## src/rtl/wb_sram_resp.sv

```systemverilog
// Arbitrates a read-only instruction Wishbone port and a read/write data Wishbone port
// onto one single-port SRAM macro. Each access takes a grant cycle and then an ack cycle.
module wb_sram_resp #(
   parameter int AW = 9
) (
   input  logic          clk_i,
   input  logic          rst_i,
   input  logic          wb_imem_stb_i,
   input  logic          wb_imem_cyc_i,
   input  logic [31:0]   wb_imem_adr_i,
   output logic [31:0]   wb_imem_dat_o,
   output logic          wb_imem_ack_o,
   input  logic          wb_dmem_stb_i,
   input  logic          wb_dmem_cyc_i,
   input  logic          wb_dmem_we_i,
   input  logic [3:0]    wb_dmem_be_i,
   input  logic [31:0]   wb_dmem_adr_i,
   input  logic [31:0]   wb_dmem_dat_i,
   output logic [31:0]   wb_dmem_dat_o,
   output logic          wb_dmem_ack_o,
   output logic          sram_ce_o,
   output logic          sram_we_o,
   output logic [3:0]    sram_be_o,
   output logic [AW-1:0] sram_adr_o,
   output logic [31:0]   sram_dat_o,
   input  logic [31:0]   sram_dat_i,
   output logic [1:0]    dbg_state
);

   // Handshake: a port requests while stb&cyc=1; ack is a single-cycle pulse in the
   // cycle after the grant, given only if the request is still held in that cycle.
   typedef enum logic [1:0] {
      IDLE  = 2'd0,
      ACK_I = 2'd1,
      ACK_D = 2'd2
   } state_t;

   state_t state;
   logic   last_d;
   logic   d_wr;
   logic   imem_pend;
   logic   dmem_pend;
   logic   grant_i;
   logic   grant_d;

   assign imem_pend = wb_imem_stb_i & wb_imem_cyc_i;
   assign dmem_pend = wb_dmem_stb_i & wb_dmem_cyc_i;
   assign dbg_state = state;

   // On a tie, the port that did not win last time gets the SRAM.
   always_comb begin
      grant_i = 1'b0;
      grant_d = 1'b0;
      if (!rst_i && state == IDLE) begin
         grant_i = imem_pend & (~dmem_pend | last_d);
         grant_d = dmem_pend & ~grant_i;
      end
   end

   always_ff @(posedge clk_i) begin
      if (rst_i) begin
         state  <= IDLE;
         last_d <= 1'b1;
         d_wr   <= 1'b0;
      end else begin
         case (state)
            IDLE: begin
               if (grant_i) begin
                  state  <= ACK_I;
                  last_d <= 1'b0;
               end else if (grant_d) begin
                  state  <= ACK_D;
                  last_d <= 1'b1;
                  d_wr   <= wb_dmem_we_i;
               end
            end
            ACK_I:   state <= IDLE;
            ACK_D:   state <= IDLE;
            default: state <= IDLE;
         endcase
      end
   end

   always_comb begin
      sram_ce_o     = grant_i | grant_d;
      sram_we_o     = 1'b0;
      sram_be_o     = 4'b0000;
      sram_adr_o    = '0;
      sram_dat_o    = 32'h0;
      if (grant_i) begin
         sram_adr_o = wb_imem_adr_i[AW+1:2];
      end else if (grant_d) begin
         sram_adr_o = wb_dmem_adr_i[AW+1:2];
         sram_we_o  = wb_dmem_we_i;
         sram_be_o  = wb_dmem_we_i ? wb_dmem_be_i : 4'b0000;
         sram_dat_o = wb_dmem_dat_i;
      end
   end

   // Acks are masked during reset so an interrupted access is never acknowledged.
   always_comb begin
      wb_imem_ack_o = !rst_i && state == ACK_I && imem_pend;
      wb_dmem_ack_o = !rst_i && state == ACK_D && dmem_pend;
      wb_imem_dat_o = wb_imem_ack_o ? sram_dat_i : 32'h0;
      wb_dmem_dat_o = (wb_dmem_ack_o && !d_wr) ? sram_dat_i : 32'h0;
   end

endmodule

```

## config.mk

```make
export PLATFORM = sky130hd
export DESIGN_NAME = wb_sram_resp
export DESIGN_NICKNAME = d
export VERILOG_FILES = /design/src/rtl/wb_sram_resp.sv
export SDC_FILE = /design/constraint.sdc
export NUM_CORES = 1
export LEC_CHECK = 0
export BUFFER_PORTS_ARGS = -buffer_cell sky130_fd_sc_hd__buf_2
export CORE_AREA = 2 2 98 100
export CTS_BUF_LIST = sky130_fd_sc_hd__clkbuf_8
export DETAILED_ROUTE_END_ITERATION = 12
export DIE_AREA = 0 0 100 102
export PLACE_DENSITY_LB_ADDON = 0.2
export REMOVE_ABC_BUFFERS = 1
export SLEW_MARGIN = 0
export SYNTH_ARGS = -nofsm -noshare
export SYNTH_HDL_FRONTEND = slang
export SYNTH_SLANG_ARGS = --single-unit
export TNS_END_PERCENT = 20
```

## constraint.sdc

```tcl
create_clock -name clk_i -period 1.8 [get_ports clk_i]
set_input_delay 0 -clock clk_i [delete_from_list [all_inputs] [get_ports clk_i]]
set_output_delay 0 -clock clk_i [all_outputs]
set_load 0.05 [all_outputs]
```

# Word level (Yosys, flattened, before mapping)
# Cells that the tools add are included.
dict set report classes {
  n_eq_ne 2
  muxes 17
  n_bitwise 10
  reduce_logical 14
}
# cell count
set ops {}
lappend ops {{two-way mux 32 bit} 4}
lappend ops {{two-way mux 9 bit} 2}
lappend ops {{two-way mux 4 bit} 3}
lappend ops {{two-way mux 1 bit} 8}
lappend ops {{logical AND 1 bit} 6}
lappend ops {{bitwise AND 1 bit} 4}
lappend ops {{inverter 1 bit} 4}
lappend ops {{AND reduction 3 bit} 1}
lappend ops {{OR reduction 3 bit} 1}
lappend ops {{== test 2 x 1 -> 1 bit (second input constant)} 1}
lappend ops {{== test 2 bit (second input constant)} 1}
lappend ops {{logical NOT 1 bit} 2}
lappend ops {{logical NOT 2 bit} 1}
lappend ops {{bitwise OR 1 bit} 2}
lappend ops {{AND reduction 2 bit} 1}
lappend ops {{nonzero test 2 bit} 1}
lappend ops {{OR reduction 2 bit} 1}
dict set report word_totals {
  ff_bits 4
  in_bits 139
  output_inout_bits 115
  elab_cells 47
}

# Longest topological paths before layout
# Gate-level depths: netlist of the first run.
dict set report logic_depth {
  word_depth 9
  ltp_mapped 4
  ltp_nobuf 3
}

# Worst setup path before layout of the first run
# Ideal clock, no wire load.
dict set report synth_timing {
  path_type {reg-to-output}
  start {register state[0] (netlist: dbg_state[0])}
  end {output wb_imem_dat_o[22]}
  arrival_time_ns 2.093
  t_required_ns 1.800
  path_slack_ns -0.293
  stages_incl_launch_ff 4
  path_buffers 1
  path_cell_list {dfxtp_1 > and3_1 > clkbuf_1 > and2_1}
}
dict set report synth_via {
  elab_chain_cells 4
}
# item line
set synth_rtl {}
lappend synth_rtl {{start: declaration} 38} ;# state_t state;
lappend synth_rtl {{start signal: assignment} 62} ;# state <= IDLE;
lappend synth_rtl {{start signal: assignment} 69} ;# state <= ACK_I;
lappend synth_rtl {{start signal: assignment} 72} ;# state <= ACK_D;
lappend synth_rtl {{== test 2 x 1 -> 1 bit} 102} ;# wb_imem_ack_o = !rst_i && state == ACK_I && imem_pend;
lappend synth_rtl {{logical AND 1 bit (2 in series)} 102}
lappend synth_rtl {{named net wb_imem_ack_o} 12} ;# output logic wb_imem_ack_o,
lappend synth_rtl {{two-way mux 32 bit} 104} ;# wb_imem_dat_o = wb_imem_ack_o ? sram_dat_i : 32'h0;
lappend synth_rtl {{end: declaration} 11} ;# output logic [31:0] wb_imem_dat_o,
# The timed path passes the listed nets, and every way through them passes these cells.

# Worst setup path after layout of the first run
dict set report layout_timing {
  start {register state[1] (netlist: dbg_state[1])}
  end {output wb_dmem_dat_o[11]}
}
dict set report layout_via {
  elab_chain_cells 5
}
# item line
set layout_rtl {}
lappend layout_rtl {{== test 2 bit} 103} ;# wb_dmem_ack_o = !rst_i && state == ACK_D && dmem_pend;
lappend layout_rtl {{logical AND 1 bit (2 in series)} 103}
lappend layout_rtl {{logical AND 1 bit} 105} ;# wb_dmem_dat_o = (wb_dmem_ack_o && !d_wr) ? sram_dat_i : 32'h0;
lappend layout_rtl {{two-way mux 32 bit} 105}
lappend layout_rtl {{end: declaration} 19} ;# output logic [31:0] wb_dmem_dat_o,
# Every way passes these cells.

==> flow_summary.toml, run 1 <==
[cells_and_area]
syn_to_final_growth_pct = 159
nets = 517
drive_gt1_share_pct = 65.7
insertedDiodeCount = 0
n_fill_cell = 957
final_util_pct = 31.6

[power]
intPower_w = 0.000410
combPwrFrac_pct = 59.4
swShare_pct = 42.5
switching_power_w = 0.000303
pwr-share-seq_pct = 14.0
clockPowerShare_pct = 26.6
total_power_w = 0.000713
p_leak_nw = 1.68
irDropWorstVdd_mv = 0.228
p_per_area_mw_per_mm2 = 248

[place]
hpwlAfterDp_mm = 4.28
port-buffer-count = 207
gp_congestion = 0.690

[sta]
max_slew_margin_pct = 81.5
finalSetupViolations = 0
slew_violations = 0
hold_violations = 0
fin_skew_ps = 3.33
worst_pin_slew_ps = 273
finalCritPeriodShare_pct = 99.5
rsz0062_at_grt = "true"
fmax_ghz = 0.558
period_needed_ps = 1790
tns_ps = 0

[detailed_routing]
drt-total-wl_mm = 5.88
post_drt_wl_per_cell_um = 12.1
drtPass1Iterations = 2
vias = 1897
drtIter0Drc = 28
drc = 0
viasPerCell = 3.90
ant_nets = 0

[synthesis]
synthArstFlopShare_pct = 0
yosysSeqAreaShare_pct = 7.21
ys_top_cells_by_area = "and2_1 (55%), mux2i_1 (8.1%), dfxtp_1 (7.2%)"
yosysTopAreaCell = "and2_1"
yosys.cell_count.top_type = "and2_1"
synth_warnings = 0
synthFlopType = "dfxtp_1"
synth_edf_count = 0
syn-cell-area_mm2 = 0.00111
syn-mean-instance-area_um2 = 6.73
ys_types = 24
synth-seq-cells = 4
ys_top_cells_by_count = "and2_1 (98), nand2_1 (10), mux2i_1 (9), nand3b_1 (9)"
syn-instance-count = 165
synth_top_area_share_pct = 55.2

[floorplan]
start_util_pct = 12.2
fp.dieW_um = 100
die_y_um = 102
die_area_mm2 = 0.0102
core_area_mm2 = 0.00911
io_pins = 254
num_rows = 35

[global_routing]
antenna_found_initial = 0
grt_pass1_vias = 1556
grt-ovfl-total = 0
grt_start_max_net_pins = 41
grt_pass1_wl_mm = 7.04
grt_usage_pct = 8.42

[setup_path]
crit_required_ps = 1800
critPathKind = "reg -> out"
arrival_ps = 1790
end_kind = "output pin"
critPathLaunchType = "flop"
crit_fanout = 8

[clocking]
clk_pin_slew_ps = 30
cts.sinks = 4
clk_latency_ps = 220
cts-hold-fix-buffers = 0
cts_buffer_depth = 2
cts_buffers = 3
htree_levels = 1
cts_root_buffer = "clkbuf_8"
cts_tree = "built"

[outcome]
status = "complete, no violations"

[job]
drv_cap = 0

[worst_hold_path]
hp-class = "in -> reg"
-- state kept, by name, indices dropped and copies added, names as in the netlist --
signal     flops
dbg_state      2
d_wr           1
last_d         1
-- logic make-up after synthesis --
group / Yosys count / synth area share, %
AOI/OAI and AO/OA: 6 / 5.63
and+or+nand+nor: 133 / 73.6
muxes: 9 / 8.11
DFF: 4 / 7.21
buffers and inverters: 13 / 5.40
-- metal layers --
metal  global-route usage, %  up-vias  wire length, µm
met5                       0        -                0
met4                    1.26        0                0
met3                    2.19        0              575
met2                    16.6      131             3140
met1                    9.18      819             2160
li1                        -      947                -
-- through the flow --
step | hold WS (ps) | area [µm²] | setup slack [ps] | cells
after floorplan | 110 | 1050 | -665 | 152
after global routing | 86.8 | 2880 | -57.0 | 487
after global placement | 292 | 2310 | 180 | 477
final | 58.1 | 2880 | 8.15 | 487
after CTS | 76.5 | 2480 | 0.482 | 480
after detailed placement | 298 | 2310 | 165 | 477
-- layout by cell type (no fill, tap or decap) --
cell type  Yosys  routed
nor3_2         1       1
nand2b_1       1       1
mux2i_1        9       9
nor3_4         0       1
nand3b_1       9       9
buf_12         0       3
o21bai_1       1       1
buf_2          4     137
o32a_1         1       1
and2_4         0      16
and2_1        98      82
or3_1          1       1
dfxtp_1        4       2
clkbuf_8       0       3
a21o_1         1       1
nand3_1        1       1
nand2_1       10      10
buf_8          0      16
or2_1          1       1
buf_4          0      47
clkbuf_16      0       3
or3b_4         0       1
nor2_1         3       3
a2111oi_4      1       1
o21ai_1        0       1
dfxtp_4        0       2
buf_6          0      15
and3_1         5       5
nor4bb_2       0       1
a21oi_1        1       1
-- power groups by stage --
stage	combinational, W	clock (W)	sequential, W
3_5_place_dp	0.000391	0	0.000102
2_1_floorplan	0.000213	0	0.000107
3_3_place_gp	0.000388	0	0.000102
5_1_grt	0.000455	0.000203	0.000101
4_1_cts	0.000406	0.000192	0.000101
6_report	0.000424	0.000189	0.000100
-- final timing paths --
path / from / end / slack (ps) / depth (start not counted)
worst max-delay path: dbg_state[1] / wb_dmem_dat_o[11] / 8 / 6
worst min register to register: dbg_state[0] / dbg_state[0] / 610 / 2
worst max register to register: dbg_state[1] / d_wr / 480 / 5
worst min-delay path: wb_dmem_we_i / d_wr / 60 / 2
-- cell type report --
| cell class | count | area [µm²] | share of cell area [%] |
|---|---|---|---|
| Clock buffer | 3 | 41.3 | 1.43 |
| Multi-Input combinational cell | 148 | 1030 | 35.8 |
| Sequential cell | 4 | 87.6 | 3.04 |
| Tap cell | 111 | 139 | 4.82 |
| Timing Repair Buffer | 221 | 1580 | 54.9 |
-- critical path: stages, from the launching register on --
cell     delay (ps)
dfxtp_4         360
or3b_4          400
nor3_4          220
buf_12          150
buf_6           120
and2_1          150
buf_6           160
-- timing repair --
action,CTS,global route
endpoints found under the setup margin,70,70
hold endpoints to repair,0,0
resized for setup,52,106
cloned,0,4
pin swaps,0,18
setup buffers,0,3
Power figures use the tool's default switching activity.
==> run 2: changes to the inputs <==
CELL_PAD_IN_SITES_DETAIL_PLACEMENT = 1   (was unset)
CELL_PAD_IN_SITES_GLOBAL_PLACEMENT = 1   (was unset)
CORE_AREA = unset   (was 2 2 98 100)
CORE_MARGIN = 1.5   (was unset)
CORE_UTILIZATION = 12   (was unset)
DIE_AREA = unset   (was 0 0 100 102)
==> run 2 against run 1 <==
Critical path depth is the same. Wire length grew 1.8%. Clock skew shrank 3.3 ps. Largest cell class unchanged. Setup slack gained 76 ps. Non-clock buffer count shrank 3. Sequential cell count is the same. Clock power shrank 5%. Core utilization shrank 1.7 points. Final cell count shrank 1.2%. Critical endpoint is now sram_dat_o[5].
==> flow_summary.toml, run 2 (synthesis results as in run 1) <==
[clocking]
cts_tree = "built"
cts.sinks = 4
htree_levels = 1
cts_buffers = 3
cts_buffer_depth = 2
clk_pin_slew_ps = 30
cts_root_buffer = "clkbuf_8"
clk_latency_ps = 210

[global_routing]
grt-ovfl-total = 0
grt_start_max_net_pins = 33
grt_pass1_vias = 1811
grt_pass1_wl_mm = 8.55
grt_usage_pct = 10.6
antenna_found_initial = 0

[setup_path]
critPathLaunchType = "flop"
max_stage_delay_ps = 360
regToRegSetupSlack_ps = 500
arrival_ps = 1720
crit_chain = "or2_4, a2111oi_4, buf_6, buf_16, and2_1, clkbuf_4"
crit_fanout = 20
end_kind = "output pin"
regToRegEndpoint = "d_wr"
slowest_stage = "dfxtp_4"
crit_buf_inv = 3
crit_required_ps = 1800
reg2reg_from = "dbg_state[1]"
r2r_cells = 5
critPathTopFamily = "buffers and inverters"
critPathKind = "reg -> out"

[cells_and_area]
nets = 514
drive_gt1_share_pct = 60.9
layout_common_cells = "buf_2 (137), and2_1 (98), buf_4 (39)"
n_fill_cell = 1132
largest_register_ff_count = 2
insertedDiodeCount = 0
final_common_cell = "buf_2"
final_area_mm2 = 0.00265
syn_to_final_growth_pct = 139

[floorplan]
core_area_mm2 = 0.00885
fp.dieW_um = 99.2
num_rows = 34
die_y_um = 99.2
die_area_mm2 = 0.00985
start_util_pct = 12.6
io_pins = 254

[power]
intPower_w = 0.000406
combPwrFrac_pct = 59.7
switching_power_w = 0.000294
total_power_w = 0.000700
swShare_pct = 42.0
p_leak_nw = 1.59
clockPowerShare_pct = 25.7
irDropWorstVdd_mv = 0.314
p_per_area_mw_per_mm2 = 264
pwr-share-seq_pct = 14.6

[worst_hold_path]
min_path_cells = 2
holdPathEnd = "d_wr"
hp-class = "in -> reg"
hold_start = "wb_dmem_we_i"

[detailed_routing]
post_drt_wl_per_cell_um = 12.4
vias = 1900
drt-total-wl_mm = 5.98
drtIter0Drc = 27
drtPass1Iterations = 4
viasPerCell = 3.95
ant_nets = 0
drc = 0

[place]
placed_area_mm2 = 0.00231
hpwlAfterDp_mm = 4.76
gp_congestion = 0.679
port-buffer-count = 207

[sta]
tns_ps = 0
period_needed_ps = 1720
slew_violations = 0
whs_ps = 81.9
fmax_ghz = 0.583
fin_skew_ps = 0.0622
hold_violations = 0
rsz0062_at_grt = "true"
worst_pin_slew_ps = 284
max_slew_margin_pct = 80.8
finalCritPeriodShare_pct = 95.3
finalSetupViolations = 0

[outcome]
status = "complete, no violations"

[job]
drv_cap = 0
==> run 2: layout make-up <==
| class | count | area (µm²) | area share [%] |
|---|---|---|---|
| multi-input combinational | 148 | 980 | 37.0 |
| tap | 108 | 135 | 5.10 |
| clock buffer | 3 | 41.3 | 1.56 |
| sequential | 4 | 85.1 | 3.21 |
| timing repair buffer | 218 | 1410 | 53.2 |
==> run 2: layer usage <==
layer	vias to the layer above	GRT usage, %	routed length, µm	share of wire (%)
met3	4	2.53	580	9.7
met4	0	1.63	30	0.50
li1	939	-	-	-
met2	131	21.8	3200	53
met1	826	10.7	2170	36
met5	-	0	0	0
==> run 2: worst reg2reg max path, cell delays in order (launching register included) <==
cell and delay, ps:
dfxtp_4 360, or2_4 260, a2111oi_4 200, buf_6 170, buf_16 140, a21o_1 110
==> run 2: stage by stage <==
stage	util [%]	worst slack [ps]	cells
after floorplan	-	-665	152
after global placement	26.2	92.6	476
after detailed placement	26.2	93.0	476
after CTS	28.1	5.65	481
after global routing	30.0	-25.2	481
final	30.0	84.2	481
==> run 2: power groups by stage <==
stage	logic, W	clock network, W	registers, W
3_5_place_dp	0.000394	0	0.000103
6_report	0.000418	0.000180	0.000102
3_3_place_gp	0.000390	0	0.000103
5_1_grt	0.000447	0.000199	0.000103
2_1_floorplan	0.000213	0	0.000107
4_1_cts	0.000409	0.000189	0.000103
==> run 2: repair_timing <==
action                                  in CTS  in global routing
endpoints found under the setup margin      70                 75
setup buffers                                1                  0
gates resized for setup                     41                 68
pin swaps                                    1                  0
hold buffers                                 0                  0
gates cloned                                 1                  0
==> run 2: worst max-delay path by stage <==
stage / from / end / slack [ps] / depth (start not counted)
after floorplan: dbg_state[1] / sram_adr_o[0] / -660 / 3
after global placement: dbg_state[1] / wb_dmem_dat_o[12] / 90 / 5
after detailed placement: dbg_state[1] / wb_dmem_dat_o[12] / 90 / 5
after CTS: dbg_state[1] / wb_dmem_dat_o[12] / 6 / 5
after global routing: dbg_state[1] / wb_dmem_dat_o[12] / -30 / 5
final: dbg_state[1] / sram_dat_o[5] / 80 / 6
